===== src/rtl/pe_pkg.sv =====
// rtl/pe_pkg.sv - shared types and config clamping helpers for the PE address generators
package pe_pkg;

  typedef enum logic [1:0] {
    IDLE = 2'd0,
    RUN  = 2'd1,
    DONE = 2'd2
  } wag_state_e;

  // A zero or oversized length means "use the whole buffer".
  function automatic int clamp_len(input int len, input int depth);
    return ((len == 0) || (len > depth)) ? depth : len;
  endfunction

  function automatic int clamp_base(input int base, input int depth);
    return (base >= depth) ? 0 : base;
  endfunction

endpackage


===== src/rtl/wrap_add.sv =====
// rtl/wrap_add.sv - combinational (a + b) mod DEPTH for operands already below DEPTH
module wrap_add #(
  parameter int W     = 4,
  parameter int DEPTH = 12
) (
  input  logic [W-1:0] a,
  input  logic [W-1:0] b,
  output logic [W-1:0] sum
);

  logic [W:0] raw;

  // Both operands are below DEPTH, so one conditional subtract replaces a modulo.
  assign raw = {1'b0, a} + {1'b0, b};
  assign sum = (raw >= (W+1)'(DEPTH)) ? W'(raw - (W+1)'(DEPTH)) : raw[W-1:0];

endmodule


===== src/rtl/write_addr_gen.sv =====
// rtl/write_addr_gen.sv - circular write address generator with wrap pulse, pass count and sticky done
module write_addr_gen
  import pe_pkg::*;
#(
  parameter int ADDR_W = 4,
  parameter int DEPTH  = 12,
  parameter int PASS_W = 8
) (
  input  logic              clk,
  input  logic              rst,
  input  logic              init,
  input  logic [ADDR_W-1:0] cfg_len,
  input  logic [ADDR_W-1:0] cfg_base,
  input  logic [PASS_W-1:0] cfg_passes,
  input  logic              inc,
  output logic [ADDR_W-1:0] addr_out,
  output logic              wrap,
  output logic [PASS_W-1:0] pass_cnt,
  output logic              busy,
  output logic              done
);

  wag_state_e        state;
  logic [ADDR_W:0]   len_q;
  logic [ADDR_W-1:0] base_q;
  logic [PASS_W-1:0] passes_q;
  logic [ADDR_W-1:0] offset;

  logic [ADDR_W:0]   len_eff;
  logic [ADDR_W-1:0] base_eff;
  logic [ADDR_W-1:0] offset_inc;
  logic [ADDR_W-1:0] addr_inc;
  logic [PASS_W-1:0] pass_inc;
  logic              at_end;
  logic              last_pass;

  // len_q is one bit wider so a full 2^ADDR_W buffer length stays representable.
  assign len_eff    = (ADDR_W+1)'(clamp_len(int'(cfg_len), DEPTH));
  assign base_eff   = ADDR_W'(clamp_base(int'(cfg_base), DEPTH));
  assign offset_inc = offset + 1'b1;
  assign at_end     = ({1'b0, offset} == (len_q - 1'b1));
  assign pass_inc   = pass_cnt + 1'b1;
  assign last_pass  = (passes_q != '0) && (pass_inc == passes_q);

  wrap_add #(
    .W     (ADDR_W),
    .DEPTH (DEPTH)
  ) u_wrap_add (
    .a   (base_q),
    .b   (offset_inc),
    .sum (addr_inc)
  );

  always_ff @(posedge clk or posedge rst) begin
    if (rst) begin
      state    <= IDLE;
      len_q    <= (ADDR_W+1)'(DEPTH);
      base_q   <= '0;
      passes_q <= '0;
      offset   <= '0;
      addr_out <= '0;
      wrap     <= 1'b0;
      pass_cnt <= '0;
      busy     <= 1'b0;
      done     <= 1'b0;
    end else begin
      wrap <= 1'b0;
      if (init) begin
        state    <= RUN;
        len_q    <= len_eff;
        base_q   <= base_eff;
        passes_q <= cfg_passes;
        offset   <= '0;
        addr_out <= base_eff;
        pass_cnt <= '0;
        busy     <= 1'b1;
        done     <= 1'b0;
      end else if (inc && (state == RUN)) begin
        if (at_end) begin
          offset   <= '0;
          addr_out <= base_q;
          wrap     <= 1'b1;
          pass_cnt <= pass_inc;
          if (last_pass) begin
            state <= DONE;
            busy  <= 1'b0;
            done  <= 1'b1;
          end
        end else begin
          offset   <= offset_inc;
          addr_out <= addr_inc;
        end
      end
    end
  end

endmodule


===== config.mk =====
export PLATFORM = sky130hd
export DESIGN_NAME = write_addr_gen
export DESIGN_NICKNAME = d
export VERILOG_FILES = /design/src/rtl/pe_pkg.sv /design/src/rtl/wrap_add.sv /design/src/rtl/write_addr_gen.sv
export SDC_FILE = /design/constraint.sdc
export NUM_CORES = 1
export LEC_CHECK = 0
export BUFFER_PORTS_ARGS = -buffer_cell sky130_fd_sc_hd__buf_2
export CAP_MARGIN = 20
export CORE_ASPECT_RATIO = 0.8
export CORE_MARGIN = 4
export CORE_UTILIZATION = 40
export DETAILED_ROUTE_END_ITERATION = 8
export HOLD_SLACK_MARGIN = 0.03
export SETUP_SLACK_MARGIN = 0.15
export SLEW_MARGIN = 20
export SYNTH_ARGS = -nofsm -noshare
export SYNTH_HDL_FRONTEND = slang
export SYNTH_SLANG_ARGS = --single-unit

===== constraint.sdc =====
create_clock -name clk -period 5 [get_ports clk]
set_input_delay 0.5 -clock clk [delete_from_list [all_inputs] [get_ports clk]]
set_output_delay 0.5 -clock clk [all_outputs]
set_load 0.01 [all_outputs]

==> key figures, run 1 <==
Critical path
  • Worst Path Max Fanout: 5
  • Worst Path Required: 5.21 ns
  • Crit-path cells: ha_1, xor2_1, ha_1, a21oi_1, nand2_1, xnor2_1, ha_1, a21oi_1, nand4_1, and4b_1, o21ai_1
  • CP arrival: between 2 and 3 ns
  • CP Launch Type: flip-flop
  • Critical Path Sink Type: flip-flop
  • CP most frequent cell: ha_1
  • CP max stage delay: 0.43 ns
  • Worst Path Buf+Inv: 0
  • CP Class: flip-flop to flip-flop
  • Family with the most delay on the worst path: adder cells
  • Slowest CP cell: dfrtp_1

Finish
  • Final Core Density: 0.480
  • Layout area overhead: 14.0%
  • Layout cells sized above 1: 0.232
  • Commonest non-fill, non-tap cell in the layout: buf_2
  • Final Non-Filler Cells: between 300 and 400
  • Most frequent cells in the layout: buf_2 (34), dfrtp_1 (33), a21oi_1 (18)
  • Filler cell count: between 500 and 600
  • Nets: around 290
  • Ant diodes: 0

Routing
  • Pre-antenna DRT Iters: 4
  • Total Wirelength: 4.77 mm
  • ANT nets after route: 0
  • Vias/cell: 5.42
  • Initial DRC Count: 91
  • DRC Markers: 0
  • Wire per inst: 14.9 µm
  • Routed via count: approximately 1,700

Yosys
  • Post-synthesis sequential area ratio: 0.407
  • Post-synthesis cell count: 224
  • Compound-Gate Fraction of Synth Area: 0.157
  • FF+latch count, synth: 35
  • Mapped Area: between 2000 and 2500 µm²
  • EDFF count, synth: 0
  • XOR/XNOR Fraction of Synth Area: 0.0847
  • Top post-synthesis cells by area: dfrtp_1 (38%), ha_1 (5.2%), a21oi_1 (4.2%), mux2_2 (4.2%), xnor2_1 (4.1%)
  • Yosys top cell area share: 0.383
  • Post-Synth Adder-Cell Area: 0.0662
  • Warnings from Yosys: 0
  • Cell variety after synth: 48
  • Post-Synth Simple-Gate Area: 0.180
  • Syn_nets: 254
  • Primary FF master, synth: dfrtp_1
  • Multiplexer share of the synthesized area: 0.0650
  • Avg Inst Size Synth: between 9 and 10 µm²
  • FFs w/ async S/R, synth: 1.00
  • Largest family of logic cells by synthesized area: simple AND/OR/NAND/NOR gates
  • Leading area contributor after synthesis: dfrtp_1

CTS
  • CTS Buf Count: 5
  • Bufs on Longest Clock Path: 2
  • Clock Latency Late Sink: 0.29 ns
  • Sink Count: 35
  • CTS H-Tree Depth: 2
  • CTS tree: yes
  • Hold-fix buffers, CTS: 0
  • CTS-repair resized insts: 0
  • Reg clk slew, reported paths: 0.08 ns
  • Root Driver: clkbuf_8
  • Setup repair bufs after CTS: 0

Floorplanning
  • IO Pins: 35
  • Die Outline Area: 6640 µm²
  • Die width: 90.1 µm
  • Initial cell density of the core: 0.421
  • Num rows: 23
  • Die H: 73.7 µm
  • Core ar.: 5120 µm²

Power
  • Power per cell area: 273 nW/µm²
  • VDD IR max: 0.157 mV
  • Leak Pwr: approximately 1.1 nW

STA
  • # setup viols final: 0
  • Measured slew at the worst slew-check pin: ~0.73 ns
  • Clock Skew: 0.00908 ns
  • Hold Violations, Final: 0
  • Fin crit share: 0.523
  • Setup TNS: 0 ns
  • Hold_ws: 0.301 ns
  • Slew HR: 0.514
  • Fmax: ~0.38 GHz
  • Post-layout minimum cycle time: 2.62 ns
  • Final WS setup: between 2 and 2.5 ns
  • RSZ-0062 raised after global routing: no
  • Pins Over Slew Limit: 0

GRT
  • GRT overflow: 0
  • First-pass GRT wire length: 8.22 mm
  • Vias in the first global route: 1,670
  • GRT Total Usage: 0.155
  • Largest net degree at the start of global routing: 40
  • Initial antenna violation count: 0

Placed design
  • Dpl cells: roughly 310
  • I/O Buffers: 34
  • Dpl ws: 2.36 ns
  • Dpl hpwl: 3.45 mm
  • Final RePlAce weighted congestion: 0.860

Run
  • Max-Cap Viols: 0

Hold path
  • Type of the most critical hold path: input pin to async pin

Status
  • Status: complete, no violations
[cell families (layout without fill, tap and decap cells)]
| kind of cell | after synthesis | in the layout |
|---|---|---|
| adder cells (fa/ha/maj) | 11 | 11 |
| XOR/XNOR | 20 | 20 |
| flip-flops | 35 | 35 |
| buffers and inverters | 19 | 54 |
| multiplexers | 13 | 13 |
| AND/OR/NAND/NOR | 73 | 73 |
| AO/OA/AOI/OAI | 53 | 53 |
[state kept, by name, summed over array words and instances (netlist names)]
signal	flops
addr_out	4
base_q	4
done	1
len_q	4
offset	4
pass_cnt	8
passes_q	8
state	1
wrap	1
[layout make-up]
type                            instances  area [µm²]  area share
Timing Repair Buffer                   35         178      0.0723
Sequential cell                        35         878       0.357
Clock buffer                            7        86.3      0.0351
Multi-Input combinational cell        170        1190       0.485
Inverter                               11        41.3      0.0168
Clock inverter                          1        5.00     0.00204
Tap cell                               62        77.6      0.0316
[cell usage after synthesis (2+ instances only)]
cell and n:
a21o_1 4, a21oi_1 18, a31oi_1 3, buf_2 2
clkbuf_1 4, dfrtp_1 33, dfstp_2 2, ha_1 9
inv_1 11, mux2_2 8, mux2i_1 5, nand2_1 14
nand3_1 12, nand3b_1 3, nand4_1 5, nand4b_1 3
nor2_1 14, nor3_1 6, nor4_1 2, o21ai_0 14
o2bb2ai_1 2, o311ai_1 2, or3_1 6, xnor2_1 10
xor2_1 9
[metal layers]
| layer | track usage | part of all wire | vias to the layer above |
|---|---|---|---|
| met5 | 0 | 0 | - |
| li1 | - | - | 880 |
| met3 | 0.0450 | 0.050 | 4 |
| met1 | 0.223 | 0.54 | 819 |
| met2 | 0.230 | 0.40 | 36 |
| met4 | 0.0357 | 0.0088 | 0 |
[tightest hold or removal path: cells and delay by family]
family	cells	cell delay, ns
buffers and inverters	3	0.53
[final timing paths]
kind	startpoint	to	slack (ns)	cells after the start
max in group asynchronous	rst	len_q[2]$_DFFE_PP1P_	4.34	3
hold / removal	rst	passes_q[1]$_DFFE_PP0P_	0.30	3
min in group clk	cfg_passes[1]	passes_q[1]$_DFFE_PP0P_	0.43	2
setup / recovery	offset[0]$_DFFE_PP0P_	addr_out[2]$_DFFE_PP0P_	2.38	11
setup reg to reg	offset[0]$_DFFE_PP0P_	addr_out[2]$_DFFE_PP0P_	2.38	11
hold reg to reg	addr_out[0]$_DFFE_PP0P_	addr_out[0]$_DFFE_PP0P_	0.51	2
[where the power goes]
part           internal [mW]  switching [mW]
combinational         0.0592          0.0713
clock                  0.111           0.107
sequential             0.303          0.0195
total                  0.474           0.198
[stage by stage]
step / instance area, µm² / power [mW]
3_5_place_dp: 2370 / 0.460
4_1_cts: 2460 / 0.678
2_1_floorplan: 2160 / 0.421
6_report: 2460 / 0.672
3_3_place_gp: 2370 / 0.458
5_1_grt: 2460 / 0.712
No activity file was read; power rests on OpenSTA's default activity.
==> run 2: changes to the inputs <==
==> constraint.sdc (replaced) <==
create_clock -name clk -period 2.3 [get_ports clk]
set_input_delay 0.23 -clock clk [delete_from_list [all_inputs] [get_ports clk]]
set_output_delay 0.23 -clock clk [all_outputs]
set_load 0.01 [all_outputs]
==> run 2 against run 1 <==
  * The flow now finishes with violations (negative setup slack)
  * Largest cell class unchanged
  * Clock power rose to 2.7 times the previous value
  * Sequential power is 120% higher
  * Clock-buffer cell count down 1
  * Flip-flop and latch count stayed put
  * Worst hold slack worse by 0.26 ns
==> key figures, run 2 (same netlist as run 1, synthesis figures left out) <==
Critical path
  • Worst Path Required: 2.47 ns (was 5.21 ns)
  • Worst Reg-to-Reg Cells: 10 (was 11)
  • CP most frequent cell: ha_2 (was ha_1)
  • Critical R2R Launch: offset[0]$_DFFE_PP0P_ (unchanged)
  • Reg2reg end: addr_out[2]$_DFFE_PP0P_ (unchanged)
  • Slowest CP cell: dfrtp_1 (unchanged)
  • Family with the most delay on the worst path: adder cells (unchanged)
  • Worst path depth: 10 (was 11)
  • CP Launch Type: flip-flop (unchanged)
  • Critical path startpoint: offset[0]$_DFFE_PP0P_ (unchanged)
  • Worst Setup EP: addr_out[2]$_DFFE_PP0P_ (unchanged)
  • CP Class: flip-flop to flip-flop (unchanged)
  • CP max stage delay: 0.41 ns (was 0.43 ns)
  • CP arrival: 2.48 ns (was 2.83 ns)
  • Crit-path cells: buf_4, inv_1, ha_2, fa_2, xor2_2, ha_2, a21oi_4, o2bb2ai_1, and4b_1, o21ai_2 (was ha_1, xor2_1, ha_1, a21oi_1, nand2_1, xnor2_1, ha_1, a21oi_1, nand4_1, and4b_1, o21ai_1)
  • Worst Path Max Fanout: 5 (unchanged)
  • Worst Path Buf+Inv: 2 (was 0)
  • Critical Path Sink Type: flip-flop (unchanged)
  • R2R Setup Slk: -0.006 ns (was 2.38 ns)

CTS
  • CTS tree: yes (unchanged)
  • CTS H-Tree Depth: 2 (unchanged)
  • Sink Count: 35 (unchanged)
  • CTS Buf Count: 5 (unchanged)
  • Setup repair bufs after CTS: 0 (unchanged)
  • Root Driver: clkbuf_8 (unchanged)
  • Hold-fix buffers, CTS: 0 (unchanged)
  • Bufs on Longest Clock Path: 2 (unchanged)
  • Reg clk slew, reported paths: 0.08 ns (about the same)
  • Clock Latency Late Sink: 0.29 ns (about the same)

Floorplanning
  • Num rows: 23 (unchanged)
  • IO Pins: 35 (unchanged)
  • Die width: 90.1 µm (unchanged)
  • Die Outline Area: 6640 µm² (unchanged)
  • Core ar.: 5120 µm² (unchanged)
  • Die H: 73.7 µm (unchanged)
  • Initial cell density of the core: 0.421 (unchanged)

Finish
  • Layout cells sized above 1: 0.333 (was 0.232)
  • Biggest regs: pass_cnt x8, passes_q x8 (unchanged)
  • Ant diodes: 0 (unchanged)
  • Commonest non-fill, non-tap cell in the layout: buf_2 (unchanged)
  • Most frequent cells in the layout: buf_2 (34), dfrtp_1 (33), a21oi_1 (16) (was buf_2 (34), dfrtp_1 (33), a21oi_1 (18))
  • Nets: 302 (was 288)
  • Layout area overhead: 26.3% (was 14.0%)
  • Final Non-Filler Cells: 335 (was 321)
  • Filler cell count: 470 (was 505)

STA
  • Fin crit share: 1.00 (was 0.523)
  • Hold Violations, Final: 0 (unchanged)
  • Fmax: 0.434 GHz (was 0.382 GHz)
  • # setup viols final: 1 (was 0)
  • Pins Over Slew Limit: 0 (unchanged)
  • Measured slew at the worst slew-check pin: 0.460 ns (was 0.729 ns)
  • Final WS setup: -0.00618 ns (was 2.38 ns)
  • Slew HR: 0.693 (was 0.514)
  • Post-layout minimum cycle time: 2.31 ns (was 2.62 ns)
  • Clock Skew: 0.00664 ns (was 0.00908 ns)
  • Setup TNS: -0.00618 ns (was 0 ns)
  • RSZ-0062 raised after global routing: yes (was no)

Placed design
  • Dpl cells: 327 (was 313)
  • Dpl ws: -0.0460 ns (was 2.36 ns)
  • I/O Buffers: 34 (unchanged)
  • Dpl hpwl: 3.61 mm (was 3.45 mm)
  • Final RePlAce weighted congestion: 0.821 (was 0.860)

GRT
  • First-pass GRT wire length: 8.43 mm (was 8.22 mm)
  • GRT overflow: 0 (unchanged)
  • Largest net degree at the start of global routing: 36 (was 40)
  • GRT Total Usage: 0.160 (was 0.155)
  • Vias in the first global route: 1,690 (was 1,670)
  • Initial antenna violation count: 0 (unchanged)

Routing
  • ANT nets after route: 0 (unchanged)
  • Initial DRC Count: 97 (was 91)
  • Total Wirelength: 5.06 mm (was 4.77 mm)
  • Wire per inst: 15.1 µm (was 14.9 µm)
  • Vias/cell: 5.47 (was 5.42)
  • DRC Markers: 0 (unchanged)
  • Routed via count: 1,832 (was 1,739)
  • Pre-antenna DRT Iters: 4 (unchanged)

Power
  • Power per cell area: 603 nW/µm² (was 273 nW/µm²)
  • Leak Pwr: 1.24 nW (was 1.14 nW)
  • VDD IR max: 0.309 mV (was 0.157 mV)

Hold path
  • Type of the most critical hold path: input pin to async pin (unchanged)

Status
  • Violated checks: negative setup slack
  • Status: finished with violations (was complete, no violations)

Run
  • Max-Cap Viols: 0 (unchanged)
==> run 2: changes by cell type in the layout (fill, tap and decap cells not counted), sizes merged <==
cell | before | now
clkbuf | 7 | 6
buf | 35 | 49
bufinv | 0 | 1
==> run 2: worst min-delay path by stage <==
stage,startpoint,end,slack [ns],depth (start not counted)
2_1_floorplan,cfg_base[0],base_q[0]$_DFFE_PP0P_,0.37,2
3_3_place_gp,rst,pass_cnt[7]$_DFFE_PP0P_,0.36,3
3_5_place_dp,rst,pass_cnt[7]$_DFFE_PP0P_,0.36,3
4_1_cts,rst,pass_cnt[7]$_DFFE_PP0P_,0.05,3
5_1_grt,rst,passes_q[7]$_DFFE_PP0P_,0.08,3
6_report,rst,pass_cnt[7]$_DFFE_PP0P_,0.04,3
==> run 2: timing repair <==
| action | 4_1_cts | 5_1_grt |
|---|---|---|
| setup endpoints to repair | 2 | 4 |
| resized for setup | 5 | 12 |
| gates cloned | 0 | 0 |
| pin swaps | 5 | 6 |
==> run 2: power breakdown <==
part	switching (mW)	internal (mW)	leakage [nW]
Sequential	0.0455	0.659	0.444
Clock	0.240	0.351	0.0612
Combinational	0.178	0.169	0.731
Total	0.463	1.18	1.24
==> run 2: cell type report <==
type / instances / area, µm² / share of cell area
sequential: 35 / 878 / 0.322
timing repair buffer: 49 / 283 / 0.104
clock inverter: 2 / 35.0 / 0.0129
tap: 62 / 77.6 / 0.0285
multi-input combinational: 170 / 1330 / 0.487
clock buffer: 6 / 82.6 / 0.0303
inverter: 11 / 41.3 / 0.0152
==> run 2: metrics by stage <==
step,util,total power [mW],hold slack (ns),area [µm²]
floorplan,-,0.921,0.365,2170
global placement,0.485,1.03,0.362,2480
detailed placement,0.485,1.03,0.361,2480
CTS,0.515,1.63,0.0506,2640
global route,0.532,1.73,0.0838,2720
finish,0.532,1.64,0.0376,2720
==> run 2: worst min-delay path: stages <==
cell and delay (ns):
buf_2 0.10, inv_1 0.04, buf_4 0.40
==> run 2: layer usage <==
metal  vias to the layer above  GRT usage  routed length [µm]
met1                       869      0.237                2590
met5                         -          0                   0
li1                        903          -                   -
met4                         0     0.0407                  42
met2                        56      0.233                2150
met3                         4     0.0420                 273
==> run 3: changes to the inputs <==
==> constraint.sdc (replaced) <==
create_clock -name clk -period 2.1 [get_ports clk]
set_input_delay 0.21 -clock clk [delete_from_list [all_inputs] [get_ports clk]]
set_output_delay 0.21 -clock clk [all_outputs]
set_load 0.01 [all_outputs]
==> run 3 against run 2 <==
  * Flip-flop and latch count unchanged
  * Setup slack got worse by 0.15 ns
  * Global-route usage is 0.27 points higher
  * Sequential share of layout area down 1.6 points
  * Cell area grew 5.5%
  * Non-clock buffer count grew 13
  * The run still ends with negative setup slack left
  * Critical path depth increased by 1
  * Clock-buffer cell count unchanged
  * Largest cell class unchanged
  * Power grew 13%
  * Clock skew about the same
  * Die area is the same
  * Via count grew 2.7%
  * Largest power group unchanged
==> key figures, run 3 (same netlist as run 1, synthesis figures left out) <==
Power
  • Leak Pwr: 1.31 nW (was 1.24 nW)
  • Power per cell area: 646 nW/µm² (was 603 nW/µm²)
  • VDD IR max: 0.351 mV (was 0.309 mV)

STA
  • Clock Skew: 0.00671 ns (was 0.00664 ns)
  • Hold Violations, Final: 0 (unchanged)
  • # setup viols final: 2 (was 1)
  • Fin crit share: 1.07 (was 1.00)
  • Slew HR: 0.693 (about the same)
  • Final WS setup: -0.152 ns (was -0.00618 ns)
  • RSZ-0062 raised after global routing: yes (unchanged)
  • Measured slew at the worst slew-check pin: 0.461 ns (was 0.460 ns)
  • Fmax: 0.444 GHz (was 0.434 GHz)
  • Pins Over Slew Limit: 0 (unchanged)
  • Post-layout minimum cycle time: 2.25 ns (was 2.31 ns)

Critical path
  • CP arrival: 2.48 ns (about the same)
  • R2R Setup Slk: -0.15 ns (was -0.006 ns)
  • Worst Path Max Fanout: 5 (unchanged)
  • Slowest CP cell: dfrtp_1 (unchanged)
  • Critical Path Sink Type: flip-flop (unchanged)
  • CP Launch Type: flip-flop (unchanged)
  • Crit-path cells: ha_4, xor2_4, ha_4, a21oi_4, nand2_1, xnor2_1, ha_2, a21oi_4, nand4_1, and4b_1, o21ai_1 (was buf_4, inv_1, ha_2, fa_2, xor2_2, ha_2, a21oi_4, o2bb2ai_1, and4b_1, o21ai_2)
  • CP Class: flip-flop to flip-flop (unchanged)
  • Critical R2R Launch: offset[1]$_DFFE_PP0P_ (was offset[0]$_DFFE_PP0P_)
  • CP max stage delay: 0.42 ns (was 0.41 ns)
  • Reg2reg end: addr_out[2]$_DFFE_PP0P_ (unchanged)
  • Worst Path Required: 2.32 ns (was 2.47 ns)
  • Critical path startpoint: offset[1]$_DFFE_PP0P_ (was offset[0]$_DFFE_PP0P_)
  • Worst Reg-to-Reg Cells: 11 (was 10)
  • Worst Setup EP: addr_out[2]$_DFFE_PP0P_ (unchanged)

Routing
  • DRC Markers: 0 (unchanged)
  • Metal2 WL: 2.37 mm (was 2.15 mm)
  • Initial DRC Count: 64 (was 97)
  • M1 wire length: 2.88 mm (was 2.59 mm)
  • Wire per inst: 15.9 µm (was 15.1 µm)
  • Met3 WL post-DR: 226 µm (was 273 µm)
  • ANT nets after route: 0 (unchanged)
  • Vias/cell: 5.41 (was 5.47)
  • Routed via count: 1,881 (was 1,832)
  • Total Wirelength: 5.54 mm (was 5.06 mm)
  • DR top layer: met4 (unchanged)
  • Pre-antenna DRT Iters: 4 (unchanged)

Status
  • Status: finished with violations (unchanged)
  • Violated checks: negative setup slack (unchanged)

Finish
  • Final Core Density: 0.561 (was 0.532)
  • Commonest non-fill, non-tap cell in the layout: buf_2 (unchanged)
  • Most frequent cells in the layout: buf_2 (35), dfrtp_1 (32), buf_4 (24) (was buf_2 (34), dfrtp_1 (33), a21oi_1 (16))
  • Final Non-Filler Cells: 348 (was 335)
  • Biggest regs: pass_cnt x8, passes_q x8 (unchanged)
  • Nets: 315 (was 302)
  • Layout area overhead: 33.3% (was 26.3%)
  • Ant diodes: 0 (unchanged)
  • Layout cells sized above 1: 0.399 (was 0.333)
  • Filler cell count: 467 (was 470)

Hold path
  • Type of the most critical hold path: input pin to async pin (unchanged)

GRT
  • Initial antenna violation count: 0 (unchanged)
  • GRT Total Usage: 0.163 (was 0.160)
  • Vias in the first global route: 1,709 (was 1,690)
  • GRT overflow: 0 (unchanged)
  • First-pass GRT wire length: 8.53 mm (was 8.43 mm)
  • Largest net degree at the start of global routing: 36 (unchanged)

Run
  • Max-Cap Viols: 0 (unchanged)

CTS
  • Clock Latency Late Sink: 0.29 ns (about the same)
  • CTS tree: yes (unchanged)
  • Bufs on Longest Clock Path: 2 (unchanged)
  • Hold-fix buffers, CTS: 0 (unchanged)
  • Reg clk slew, reported paths: 0.08 ns (about the same)
  • CTS Buf Count: 5 (unchanged)
  • Root Driver: clkbuf_8 (unchanged)
  • CTS H-Tree Depth: 2 (unchanged)
  • Sink Count: 35 (unchanged)

Placed design
  • Final RePlAce weighted congestion: 0.873 (was 0.821)
  • Dpl cells: 333 (was 327)
  • Dpl hpwl: 3.80 mm (was 3.61 mm)
  • I/O Buffers: 34 (unchanged)

Floorplanning
  • Initial cell density of the core: 0.421 (unchanged)
  • Num rows: 23 (unchanged)
  • Die Outline Area: 6640 µm² (unchanged)
  • Core ar.: 5120 µm² (unchanged)
  • IO Pins: 35 (unchanged)
  • Die H: 73.7 µm (unchanged)
  • Die width: 90.1 µm (unchanged)
## run 3: through the flow
stage	hold WS, ns	cell area [µm²]	setup slack (ns)	setup TNS (ns)	total power, mW
final	0.0163	2870	-0.152	-0.287	1.86
after global placement	0.340	2540	-0.161	-0.250	1.14
after global routing	0.0678	2870	-0.244	-0.452	1.94
after detailed placement	0.344	2540	-0.235	-0.440	1.15
after CTS	0.0328	2700	-0.140	-0.237	1.81
after floorplan	0.345	2170	-0.189	-0.286	1.01
## run 3: metal layers
layer | vias up | GRT usage
met3 | 7 | 0.0450
met4 | 0 | 0.0458
met2 | 38 | 0.248
met5 | - | 0
li1 | 930 | -
met1 | 906 | 0.228
## run 3: worst max-delay path, delay by kind of cell, from the launching register on
kind,cells,cell delay [ns]
compound gates,3,0.45
xor+xnor,2,0.29
fa+ha+maj,3,0.64
flops,1,0.42
simple gates,3,0.36
## run 3: worst min path at each step
stage,end,cells after the start,slack (ns)
3_3_place_gp,pass_cnt[7]$_DFFE_PP0P_,3,0.34
6_report,passes_q[5]$_DFFE_PP0P_,3,0.02
3_5_place_dp,pass_cnt[7]$_DFFE_PP0P_,3,0.34
4_1_cts,pass_cnt[7]$_DFFE_PP0P_,3,0.03
2_1_floorplan,base_q[0]$_DFFE_PP0P_,2,0.35
5_1_grt,addr_out[1]$_DFFE_PP0P_,3,0.07
## run 3: what timing repair did
| action | CTS | global route |
|---|---|---|
| pin swaps | 6 | 11 |
| resized for setup | 2 | 31 |
| setup buffers | 3 | 4 |
| endpoints found under the setup margin | 7 | 11 |
## run 3: cell type report
cell class | count | area (µm²) | area share
multi-input cells | 170 | 1360 | 0.473
flip-flops and latches | 35 | 880 | 0.306
repair buffers | 62 | 398 | 0.138
clock buffers | 6 | 82.6 | 0.0287
well taps | 62 | 77.6 | 0.0270
inverters | 11 | 41.3 | 0.0144
clock inverters | 2 | 35.0 | 0.0122
## run 3: where the power goes
part	internal (mW)	switching [mW]	leakage, nW	total, mW
registers	0.722	0.0503	0.442	0.773
logic	0.223	0.218	0.808	0.441
clock network	0.384	0.259	0.0612	0.644
total	1.33	0.527	1.31	1.86
